<file path="src/rtl/ddr3_wb_bridge.sv">
// Wishbone classic slave that turns sequential-address bus traffic into read and
// write sessions against the DDR3 controller's ping-pong FIFOs.
module ddr3_wb_bridge #(
    parameter int TIMEOUT = 1024
) (
    input  logic        clk,
    input  logic        rst,

    input  logic        i_wbs_cyc,
    input  logic        i_wbs_stb,
    input  logic        i_wbs_we,
    input  logic [31:0] i_wbs_adr,
    input  logic [31:0] i_wbs_dat,
    output logic [31:0] o_wbs_dat,
    output logic        o_wbs_ack,
    output logic        o_err,

    input  logic        calibration_done,
    output logic [27:0] address,
    output logic        write_en,
    output logic        read_en,

    input  logic [1:0]  if_write_ready,
    output logic [1:0]  if_write_activate,
    input  logic [23:0] if_write_fifo_size,
    output logic        if_write_strobe,
    output logic [31:0] if_write_data,
    input  logic        if_starved,

    input  logic        of_read_ready,
    output logic        of_read_activate,
    input  logic [23:0] of_read_size,
    output logic        of_read_strobe,
    input  logic [31:0] of_read_data
);

    localparam logic [2:0] IDLE    = 3'd0;
    localparam logic [2:0] W_ACQ   = 3'd1;
    localparam logic [2:0] W_DATA  = 3'd2;
    localparam logic [2:0] W_FLUSH = 3'd3;
    localparam logic [2:0] R_ACQ   = 3'd4;
    localparam logic [2:0] R_DATA  = 3'd5;
    localparam logic [2:0] R_END   = 3'd6;

    localparam int TW = (TIMEOUT > 1) ? $clog2(TIMEOUT) : 1;
    localparam logic [TW-1:0] T_LAST = TW'(TIMEOUT - 1);

    logic [2:0]    state;
    logic [27:0]   next_adr;
    logic [23:0]   wcount;
    logic [23:0]   rcount;
    logic [TW-1:0] tcount;

    logic          req;
    logic          adr_hit;
    logic          w_full;
    logic          r_done;
    logic          w_svc;
    logic          r_svc;
    logic          t_fire;
    logic          adr_unused;

    // The ack cycle masks the strobe so a classic master holding stb is not re-serviced.
    assign req        = i_wbs_cyc & i_wbs_stb & ~o_wbs_ack;
    assign adr_hit    = (i_wbs_adr[27:0] == next_adr);
    assign w_full     = (wcount >= if_write_fifo_size);
    assign r_done     = (rcount >= of_read_size);
    assign w_svc      = (state == W_DATA) & ~w_full & req & i_wbs_we & adr_hit;
    assign r_svc      = (state == R_DATA) & ~r_done & req & ~i_wbs_we & adr_hit;
    assign t_fire     = req & ~w_svc & ~r_svc & (tcount == T_LAST);
    assign adr_unused = ^i_wbs_adr[31:28];

    always_ff @(posedge clk) begin
        if (rst) begin
            tcount <= '0;
        end else if (req && !w_svc && !r_svc && !t_fire) begin
            tcount <= tcount + 1'b1;
        end else begin
            tcount <= '0;
        end
    end

    always_ff @(posedge clk) begin
        if (rst) begin
            state             <= IDLE;
            next_adr          <= '0;
            wcount            <= '0;
            rcount            <= '0;
            address           <= '0;
            write_en          <= 1'b0;
            read_en           <= 1'b0;
            if_write_activate <= 2'b00;
            if_write_strobe   <= 1'b0;
            if_write_data     <= '0;
            of_read_activate  <= 1'b0;
            of_read_strobe    <= 1'b0;
            o_wbs_dat         <= '0;
            o_wbs_ack         <= 1'b0;
            o_err             <= 1'b0;
        end else begin
            o_wbs_ack       <= 1'b0;
            if_write_strobe <= 1'b0;
            of_read_strobe  <= 1'b0;

            // A stalled request is answered with an error ack; the session itself is left alone.
            if (t_fire) begin
                o_wbs_ack <= 1'b1;
                o_wbs_dat <= '0;
                o_err     <= 1'b1;
            end else begin
                case (state)
                    IDLE: begin
                        if (calibration_done && req) begin
                            if (i_wbs_we) begin
                                if (if_starved) begin
                                    address  <= i_wbs_adr[27:0];
                                    next_adr <= i_wbs_adr[27:0];
                                    write_en <= 1'b1;
                                    state    <= W_ACQ;
                                end
                            end else begin
                                address  <= i_wbs_adr[27:0];
                                next_adr <= i_wbs_adr[27:0];
                                read_en  <= 1'b1;
                                state    <= R_ACQ;
                            end
                        end
                    end

                    W_ACQ: begin
                        if (!i_wbs_cyc) begin
                            write_en <= 1'b0;
                            state    <= W_FLUSH;
                        end else if (if_write_ready[0]) begin
                            if_write_activate <= 2'b01;
                            wcount            <= '0;
                            state             <= W_DATA;
                        end else if (if_write_ready[1]) begin
                            if_write_activate <= 2'b10;
                            wcount            <= '0;
                            state             <= W_DATA;
                        end
                    end

                    W_DATA: begin
                        if (w_full) begin
                            if_write_activate <= 2'b00;
                            state             <= W_ACQ;
                        end else if (!i_wbs_cyc || (req && (!i_wbs_we || !adr_hit))) begin
                            // Releasing the buffer commits whatever was pushed so far.
                            if_write_activate <= 2'b00;
                            write_en          <= 1'b0;
                            state             <= W_FLUSH;
                        end else if (w_svc) begin
                            if_write_data   <= i_wbs_dat;
                            if_write_strobe <= 1'b1;
                            o_wbs_ack       <= 1'b1;
                            wcount          <= wcount + 24'd1;
                            next_adr        <= next_adr + 28'd1;
                        end
                    end

                    W_FLUSH: begin
                        write_en <= 1'b0;
                        if (if_starved) begin
                            state <= IDLE;
                        end
                    end

                    R_ACQ: begin
                        if (!i_wbs_cyc) begin
                            read_en          <= 1'b0;
                            of_read_activate <= 1'b0;
                            state            <= R_END;
                        end else if (of_read_ready) begin
                            of_read_activate <= 1'b1;
                            rcount           <= '0;
                            state            <= R_DATA;
                        end
                    end

                    R_DATA: begin
                        if (r_done) begin
                            of_read_activate <= 1'b0;
                            state            <= R_ACQ;
                        end else if (!i_wbs_cyc || (req && (i_wbs_we || !adr_hit))) begin
                            read_en          <= 1'b0;
                            of_read_activate <= 1'b0;
                            state            <= R_END;
                        end else if (r_svc) begin
                            o_wbs_dat      <= of_read_data;
                            of_read_strobe <= 1'b1;
                            o_wbs_ack      <= 1'b1;
                            rcount         <= rcount + 24'd1;
                            next_adr       <= next_adr + 28'd1;
                        end
                    end

                    // One quiet cycle lets the controller drop any prefetched read data.
                    R_END: begin
                        read_en          <= 1'b0;
                        of_read_activate <= 1'b0;
                        state            <= IDLE;
                    end

                    default: begin
                        state <= IDLE;
                    end
                endcase
            end
        end
    end

endmodule

</file>
<file path="config.mk">
export PLATFORM = sky130hd
export DESIGN_NAME = ddr3_wb_bridge
export DESIGN_NICKNAME = d
export VERILOG_FILES = /design/src/rtl/ddr3_wb_bridge.sv
export SDC_FILE = /design/constraint.sdc
export NUM_CORES = 1
export LEC_CHECK = 0
export ABC_CLOCK_PERIOD_IN_PS = 3600
export CORE_MARGIN = 3
export CORE_UTILIZATION = 40
export DETAILED_ROUTE_END_ITERATION = 8
export PLACE_DENSITY_LB_ADDON = 0.08
export SLEW_MARGIN = 20
export SYNTH_ARGS = -nofsm -noshare
export SYNTH_HDL_FRONTEND = slang
export SYNTH_SLANG_ARGS = --single-unit
</file>
<file path="constraint.sdc">
create_clock -name clk -period 3.6 [get_ports clk]
set_clock_uncertainty 0.2 [all_clocks]
set_input_delay 0.72 -clock clk [delete_from_list [all_inputs] [get_ports clk]]
set_output_delay 0.72 -clock clk [all_outputs]
set_load 0.02 [all_outputs]
</file>
==> results of run 1 <==
==> metal layers <==
layer	routed length, um	global-route usage [%]	share of wire, %
met1	14000	28.9	43
met2	15700	37.4	48
met3	2430	5.66	7.4
met4	640	6.54	2.0
met5	0	0	0
==> cells in the mapped netlist (8+ instances only) <==
cell type,number,area [sq um]
nor4_1,16,100
a21oi_1,113,566
buf_2,13,65.1
inv_1,65,244
or4_1,16,120
o31ai_1,19,143
o21ai_0,33,165
dfxtp_1,190,3800
nand2_1,138,518
nand4_1,39,244
o32ai_1,15,131
nor3_1,22,110
nand3_1,57,285
and3_1,27,169
nor2_1,153,574
and2_1,8,50.1
clkbuf_1,55,206
xor2_1,53,464
ha_1,52,651
mux2i_1,63,631
==> worst min-delay path, stage by stage (launching register included) <==
cell and delay [ps]:
dfxtp_1 310, nand2_1 50, a21oi_1 50
==> what timing repair did <==
action	in CTS	in global routing
cloned	3	6
setup buffers	7	11
gates resized for setup	26	108
hold buffers	0	0
endpoints found under the setup margin	157	180
pin swaps	26	46
==> worst min-delay path by stage <==
| stage | to | cells past startpoint | slack [ps] | start |
|---|---|---|---|---|
| after CTS | if_write_data[17] | 2 | 250 | if_write_data[17] |
| after global routing | if_write_data[27] | 2 | 270 | if_write_data[27] |
| after floorplan | tcount[0] | 1 | 230 | tcount[0] |
| final | if_write_data[14] | 2 | 250 | if_write_data[14] |
| after detailed placement | if_write_data[17] | 2 | 240 | if_write_data[17] |
| after global placement | if_write_data[14] | 2 | 240 | if_write_data[14] |
==> metrics by stage <==
stage	cell area, sq um	std cells	hold WS, ps
after CTS	14800	1920	254
after global routing	15400	1936	266
final	15400	1937	254
after floorplan	10200	1260	226
after detailed placement	13900	1878	242
after global placement	13900	1878	238
==> report_power, final <==
group / switching, uW / internal (uW) / leakage, uW / total, uW
sequential: 143 / 2200 / 0.00153 / 2340
clock: 988 / 955 / 0.000294 / 1940
combinational: 1040 / 885 / 0.00437 / 1920
==> kinds of logic (layout without fill, tap and decap cells) <==
group	after synthesis	after routing	share of synthesized area [%]
buffers and inverters	137	489	5.30
DFF	190	190	37.4
adders and majority gates	52	52	6.39
AOI/OAI and AO/OA	238	238	14.8
muxes	64	64	6.30
other	0	1	0
xor gates and xnor gates	59	59	5.08
and+or+nand+nor	520	520	24.8
==> flip-flops by register name, indices dropped and copies added, names as in the netlist, 2 cells and up <==
register,cells
if_write_data,32
o_wbs_dat,32
state,3
tcount,10
wcount,24
if_write_activate,2
next_adr,28
address,28
rcount,24
==> cells in the final DEF (no fill, tap or decap), types with 15 or more instances in the layout <==
cell type          n
o32ai_1           15
and3_1            26
nor2_1           149
nor3_1            20
nand4_1           39
buf_12            15
nand3_1           57
inv_1             48
o21ai_0           29
nand2_1          134
buf_4            112
ha_1              30
xor2_1            53
inv_2             17
dfxtp_1          190
dlymetal6s2s_1    21
clkbuf_16         22
a21oi_1          107
ha_4              20
clkdlybuf4s50_1  226
or4_1             15
mux2i_1           63
o31ai_1           18
==> layout make-up <==
type                       count  area (sq um)  area share (%)
clock inverter                15           183            1.18
antenna                        1          2.50          0.0162
clock buffer                  17           425            2.76
sequential                   190          3800            24.6
inverter                      65           244            1.58
tap                          324           405            2.63
multi-input combinational    933          6400            41.5
timing repair buffer         392          3970            25.7
==> reports/qor.yml, run 1 <==
status:
  status: "complete, but fails checks"
  failed_checks: "negative setup slack"
critical_path:
  path_cells: "clkdlybuf4s50_1 > inv_2 > ha_4 > nand2_4 > buf_6 > nor4_4 > buf_4 > o2111ai_4 > nand4b_1 > nor2_1 > buf_4 > nor3_4 > clkbuf_16 > buf_12 > o31ai_1 > a21oi_1"
  reg2reg_to: "wcount[7]"
  cpMostUsedCell: "buf_4"
  reg2reg_depth: 15
  reg2reg_from: "wcount[21]"
  worst-path-stages: 16
  max_stage_delay_ps: 490
  crit_buf_inv: 7
  worst_ep_arrival_time_ps: 3770
  critPathKind: "input port to flip-flop"
  startpoint: "if_write_fifo_size[18]"
  critPathLaunchType: "input port"
  rrSetupSlack_ps: 80
  worstPathRequired_ps: 3760
  cp-end-kind: "flip-flop"
  path_max_fanout: 11
  slowest_stage: "nor3_4"
  crit_path_end: "wcount[5]"
  path_delay_family: "buffers and inverters"
routing:
  vias_per_cell: 5.38
  dr.pass1.iters: 7
  post-route-drc-count: 0
  drt-initial-drc-count: 655
  ant_nets: 0
  wl_um: 32800
  vias: 10400
  wl_per_cell_um: 16.9
floorplan:
  die_area_sq_um: 27400
  core_region_area_sq_um: 24700
  pin_count: 255
  die_h_um: 166
  start_util_pct: 41.3
  die_w_um: 166
  fp-row-count: 57
synthesis:
  synth-seq-cells: 190
  async_flop_share_pct: 0
  yosysSeqAreaShare_pct: 37.4
  synth_cell_type_count: 67
  synth_area_sq_um: 10200
  syn-num-nets: 1466
  syn_area_per_cell_sq_um: 8.08
  yosysWarningCount: 0
  synth_edf_count: 0
  netlist_instances: 1260
  synth_ff_type: "dfxtp_1"
grt:
  antenna_found_initial: 0
  grt_pass1_vias: 9709
  grt_max_degree: 56
  grtUsageTotal_pct: 22.5
  overflow: 0
  grt_pass1_wl_um: 49700
timing:
  worst_slack_ps: -14.0
  finalHoldViolCount: 0
  maxSlewViolCount: 0
  post-route-min-period_ps: 3610
  slew_headroom_pct: 41.0
  finalCritPeriodShare_pct: 100
  finalSetupViolCount: 2
  tns_ps: -21.2
  worst_slew_pin_slew_ps: 881
  fmax_mhz: 277
layout:
  fin_nets: 1805
  drive_above_1_share_pct: 17.1
  fin_util_pct: 62.5
  fillers: 2206
  area_growth_pct: 51.6
placed_design:
  hpwl_um: 22900
  finalWeightedCongestion: 0.941
  portBuffers: 250
  dpl_worst_slack_ps: -663
worst_hold_path:
  hp-class: "flip-flop to flip-flop"
job:
  drv_cap: 0
clock_tree:
  clk_pin_slew_ps: 80
  htree_num_levels: 4
  cts_made_buffers: 17
  clockBufferDepth: 2
  clock-sinks: 190
  clockRootBuffer: "clkbuf_16"
  insertion_delay_ps: 440
  tritoncts: "built"
power_and_ir_drop:
  powerDensity_nw_per_um2: 402
  power.total_uw: 6210
  ir_drop_mv: 0.276
  leakage_uw: 0.00620
No activity file was read; power rests on OpenSTA's default activity.
==> run 2, diff against run 1 <==
SKIP_LAST_GASP = 1   (was default)
==> run 2 against run 1 <==
The flow now finishes without violations. First-iteration DRC count decreased by 6.4%. Combinational power about the same. Via count about the same. Fmax increased by 2.0%. Largest cell class unchanged. Sequential share of layout area about the same. Clock-buffer cell count unchanged.
==> reports/qor.yml, run 2 (same netlist as run 1, synthesis figures left out) <==
grt:
  grt_pass1_vias: 9699
  grt_max_degree: 56
  antenna_found_initial: 0
  overflow: 0
  grtUsageTotal_pct: 22.5
  grt_pass1_wl_um: 49600
timing:
  rsz0062_at_grt: "true"
  finalCritPeriodShare_pct: 98.4
  slew_headroom_pct: 40.4
  fmax_mhz: 282
  worst_slew_pin_slew_ps: 891
  finalHoldViolCount: 0
  maxSlewViolCount: 0
  hold_slack_ps: 254
  finalSetupViolCount: 0
  post-route-min-period_ps: 3540
power_and_ir_drop:
  powerDensity_nw_per_um2: 404
  leakage_uw: 0.00616
  ir_drop_mv: 0.280
  power.total_uw: 6230
critical_path:
  rrSetupSlack_ps: 250
  critPathLaunchType: "input port"
  path_max_fanout: 6
  critPathKind: "input port to flip-flop"
  reg2reg_to: "wcount[9]"
  startpoint: "i_wbs_adr[12]"
  worstPathRequired_ps: 3770
  reg2reg_depth: 13
  crit_path_end: "wcount[9]"
  reg2reg_from: "wcount[21]"
  worst_ep_arrival_time_ps: 3710
  cp-end-kind: "flip-flop"
layout:
  fillers: 2207
  area_growth_pct: 51.5
  largestRegisters: "if_write_data (32), o_wbs_dat (32)"
  drive_above_1_share_pct: 17.3
  final_common_cell: "clkdlybuf4s50_1"
  fin_nets: 1801
  final_cell_mix: "clkdlybuf4s50_1, dfxtp_1, nor2_1"
status:
  status: "completed"
routing:
  wl_per_cell_um: 16.8
  vias: 10400
  vias_per_cell: 5.39
  post-route-drc-count: 0
  drt-initial-drc-count: 613
  met1_length_um: 13900
  wl_um: 32600
  ant_nets: 0
  route.met2.wl_um: 15700
  dr.pass1.iters: 5
  route.met3.wl_um: 2340
  top_layer: "met4"
floorplan:
  pin_count: 255
  die_area_sq_um: 27400
  core_region_area_sq_um: 24700
  start_util_pct: 41.3
  fp-row-count: 57
  die_w_um: 166
  die_h_um: 166
placed_design:
  portBuffers: 250
  finalWeightedCongestion: 0.941
  hpwl_um: 22900
job:
  drv_cap: 0
clock_tree:
  cts-hold-fix-buffers: 0
  clockRootBuffer: "clkbuf_16"
  clockBufferDepth: 2
  tritoncts: "built"
  clock-sinks: 190
  cts_made_buffers: 17
  htree_num_levels: 4
  insertion_delay_ps: 440
  clk_pin_slew_ps: 80
worst_hold_path:
  hp-class: "flip-flop to flip-flop"
run 2: where the power goes:
group | internal [uW] | switching (uW) | total (uW)
Combinational | 900 | 1050 | 1950
Clock | 955 | 989 | 1940
Sequential | 2200 | 143 | 2340
run 2: area by class of cell:
type	count	area (sq um)	area share, %
well taps	324	405	2.63
clock inverters	15	183	1.18
clock buffers	17	425	2.76
flip-flops and latches	190	3800	24.7
diodes	1	2.50	0.0162
repair buffers	388	3940	25.5
multi-input cells	933	6420	41.7
inverters	65	244	1.58
run 2: worst min-delay path by stage:
stage,from,slack (ps),to,cells past startpoint
6_report,if_write_data[14],250,if_write_data[14],2
4_1_cts,if_write_data[17],250,if_write_data[17],2
2_1_floorplan,tcount[0],230,tcount[0],1
3_3_place_gp,if_write_data[14],240,if_write_data[14],2
3_5_place_dp,if_write_data[17],240,if_write_data[17],2
5_1_grt,if_write_data[27],270,if_write_data[27],2
run 2: metal layers:
| layer | vias to the layer above | GRT usage, % |
|---|---|---|
| met5 | - | 0 |
| met4 | 0 | 6.54 |
| met3 | 41 | 5.66 |
| met2 | 348 | 37.3 |
| met1 | 4878 | 29.0 |
| li1 | 5156 | - |
run 2: timing repair:
item / CTS / global route
cloned: 3 / 3
endpoints found under the hold margin: 0 / 0
endpoints found under the setup margin: 157 / 186
gates resized for setup: 20 / 117
setup buffers: 7 / 10
pin swaps: 23 / 53
run 2: per-stage QoR:
stage                     worst slack [ps]  utilization [%]  area [sq um]  cells  setup TNS (ps)
after floorplan                        115                -         10200   1260               0
after global placement                -588             56.3         13900   1878          -89880
after detailed placement              -663             56.3         13900   1878         -101580
after CTS                            -40.3             59.7         14700   1920            -564
after global routing                 -46.0             62.5         15400   1932            -443
final                                 58.0             62.5         15400   1933               0
run 2: worst max-delay path, cell delays in order:
cell	delay, ps
clkdlybuf4s50_1	510
xor2_1	220
nor4_1	380
and4_2	350
nand2_2	140
nor4b_4	320
buf_4	160
nor3_4	70
clkbuf_16	170
or4_1	520
a21oi_2	140
==> run 3, diff against run 2 <==
CELL_PAD_IN_SITES_DETAIL_PLACEMENT = 1   (was default)
CELL_PAD_IN_SITES_GLOBAL_PLACEMENT = 1   (was default)
CORE_UTILIZATION = 33   (was 40)
==> run 3 against run 2 <==
The run now ends with negative setup slack left. Die area up 20%. Flip-flop and latch count stayed put. Critical path depth increased by 4. Global-route usage down 0.53 points. Register-to-register slack lost 80 ps. Fmax is 2.4% lower. Clock-buffer cell count is the same. Sequential power hardly changed. Via count up 1.5%. Combinational power rose by 6%. Worst setup slack worse by 88 ps. Critical path type unchanged. Critical endpoint is now wcount[8]. Largest power group unchanged. Highest routed layer unchanged.
==> reports/qor.yml, run 3 (same netlist as run 1, synthesis figures left out) <==
routing:
  vias: 10600
  post-route-drc-count: 0
  ant_nets: 0
  dr.pass1.iters: 5
  vias_per_cell: 5.31
  wl_um: 38400
  drt-initial-drc-count: 504
  wl_per_cell_um: 19.3
floorplan:
  die_w_um: 182
  start_util_pct: 33.9
  pin_count: 255
  core_region_area_sq_um: 30000
  fp-row-count: 63
  die_h_um: 182
  die_area_sq_um: 33000
layout:
  final_cell_mix: "clkdlybuf4s50_1, dfxtp_1, nor2_1"
  fin_nets: 1796
  fillers: 3523
  num_antenna_cells: 0
  area_growth_pct: 53.1
  regArea_sq_um: 3800
  drive_above_1_share_pct: 17.7
  largestRegisters: "if_write_data (32), o_wbs_dat (32)"
  multi_input_area_sq_um: 6550
  final_common_cell: "clkdlybuf4s50_1"
timing:
  post-route-min-period_ps: 3630
  tns_ps: -58.8
  fmax_mhz: 275
  finalHoldViolCount: 0
  hold_slack_ps: 255
  slew_headroom_pct: 36.4
  maxSlewViolCount: 0
  finalCritPeriodShare_pct: 101
  worst_slew_pin_slew_ps: 950
  finalSetupViolCount: 3
  worst_slack_ps: -30.5
clock_tree:
  cts-hold-fix-buffers: 0
  clockRootBuffer: "clkbuf_16"
  insertion_delay_ps: 440
  clockBufferDepth: 2
  clk_pin_slew_ps: 80
  clock-sinks: 190
  cts_made_buffers: 17
  htree_num_levels: 4
  tritoncts: "built"
worst_hold_path:
  hp-class: "flip-flop to flip-flop"
  hp-start: "if_write_data[14]"
grt:
  overflow: 0
  grtUsageTotal_pct: 22.0
  antenna_found_initial: 0
  grt_pass1_wl_um: 59200
  grt_max_degree: 56
  grt_pass1_vias: 11200
power_and_ir_drop:
  ir_drop_mv: 0.500
  power.total_uw: 6460
  powerDensity_nw_per_um2: 414
  leakage_uw: 0.00607
critical_path:
  cp-end-kind: "flip-flop"
  critPathKind: "input port to flip-flop"
  startpoint: "if_write_fifo_size[16]"
  critPathLaunchType: "input port"
  worst_ep_arrival_time_ps: 3800
  path_max_fanout: 7
  worstPathRequired_ps: 3770
  reg2reg_from: "wcount[21]"
placed_design:
  portBuffers: 250
  finalWeightedCongestion: 0.842
  hpwl_um: 26600
job:
  drv_cap: 0
status:
  failed_checks: "negative setup slack"
  status: "complete, but fails checks"
## run 3: changes by cell type in the layout (fill, tap and decap cells not counted), sizes merged
cell           change
dlygate4sd2        +5
clkinvlp           -1
buf                -5
diode              -1
dlymetal6s2s      -10
clkinv             +2
inv                -3
clkdlybuf4s50      +5
bufinv             +2
## run 3: what timing repair did
item                                    in CTS  in global routing
gates resized for setup                     47                 99
endpoints found under the setup margin     190                148
pin swaps                                   32                 52
cloned                                       3                  4
buffers inserted                            15                 11
hold endpoints to repair                     0                  0
## run 3: area by class of cell
type | instances | area share, %
tap | 390 | 3.13
clock buffer | 17 | 2.73
multi-input combinational | 933 | 42.0
sequential | 190 | 24.4
inverter | 65 | 1.57
timing repair buffer | 383 | 24.9
clock inverter | 15 | 1.27
## run 3: critical path, stage by stage
cell and delay [ps]:
clkdlybuf4s50_1 460, inv_1 40, ha_1 290, nand4_1 130, nor4_4 50, buf_4 160, buf_4 140, a22oi_2 220
nand4_1 190, o31ai_2 320, buf_4 190, nand2_4 80, buf_12 160, or4_4 510, a21oi_2 140
## run 3: where the power goes
group / internal (uW) / total, uW / switching [uW]
clock: 1070 / 2040 / 972
combinational: 941 / 2070 / 1130
sequential: 2200 / 2350 / 156
## run 3: routing by layer
layer / vias to the layer above / routed length [um] / GRT usage [%]
met1: 5181 / 16700 / 26.6
met3: 42 / 1590 / 4.37
met4: 0 / 790 / 6.79
met5: - / 0 / 0
li1: 5123 / - / -
met2: 231 / 19400 / 39.1
## run 3: metrics by stage
step,setup slack (ps),cell area [sq um],utilization [%],cells
floorplan,115,10200,-,1260
global placement,-1120,13900,46.1,1932
detailed placement,-1190,13900,46.1,1932
CTS,-30.1,14900,49.6,1981
global route,-90.0,15600,51.9,1993
finish,-30.5,15600,51.9,1993
## run 3: worst paths after layout
check | end | slack, ps | cells past startpoint
max reg2reg | wcount[8] | 170 | 14
min | if_write_data[14] | 260 | 2
min reg2reg | if_write_data[14] | 260 | 2
max | wcount[8] | -30 | 15
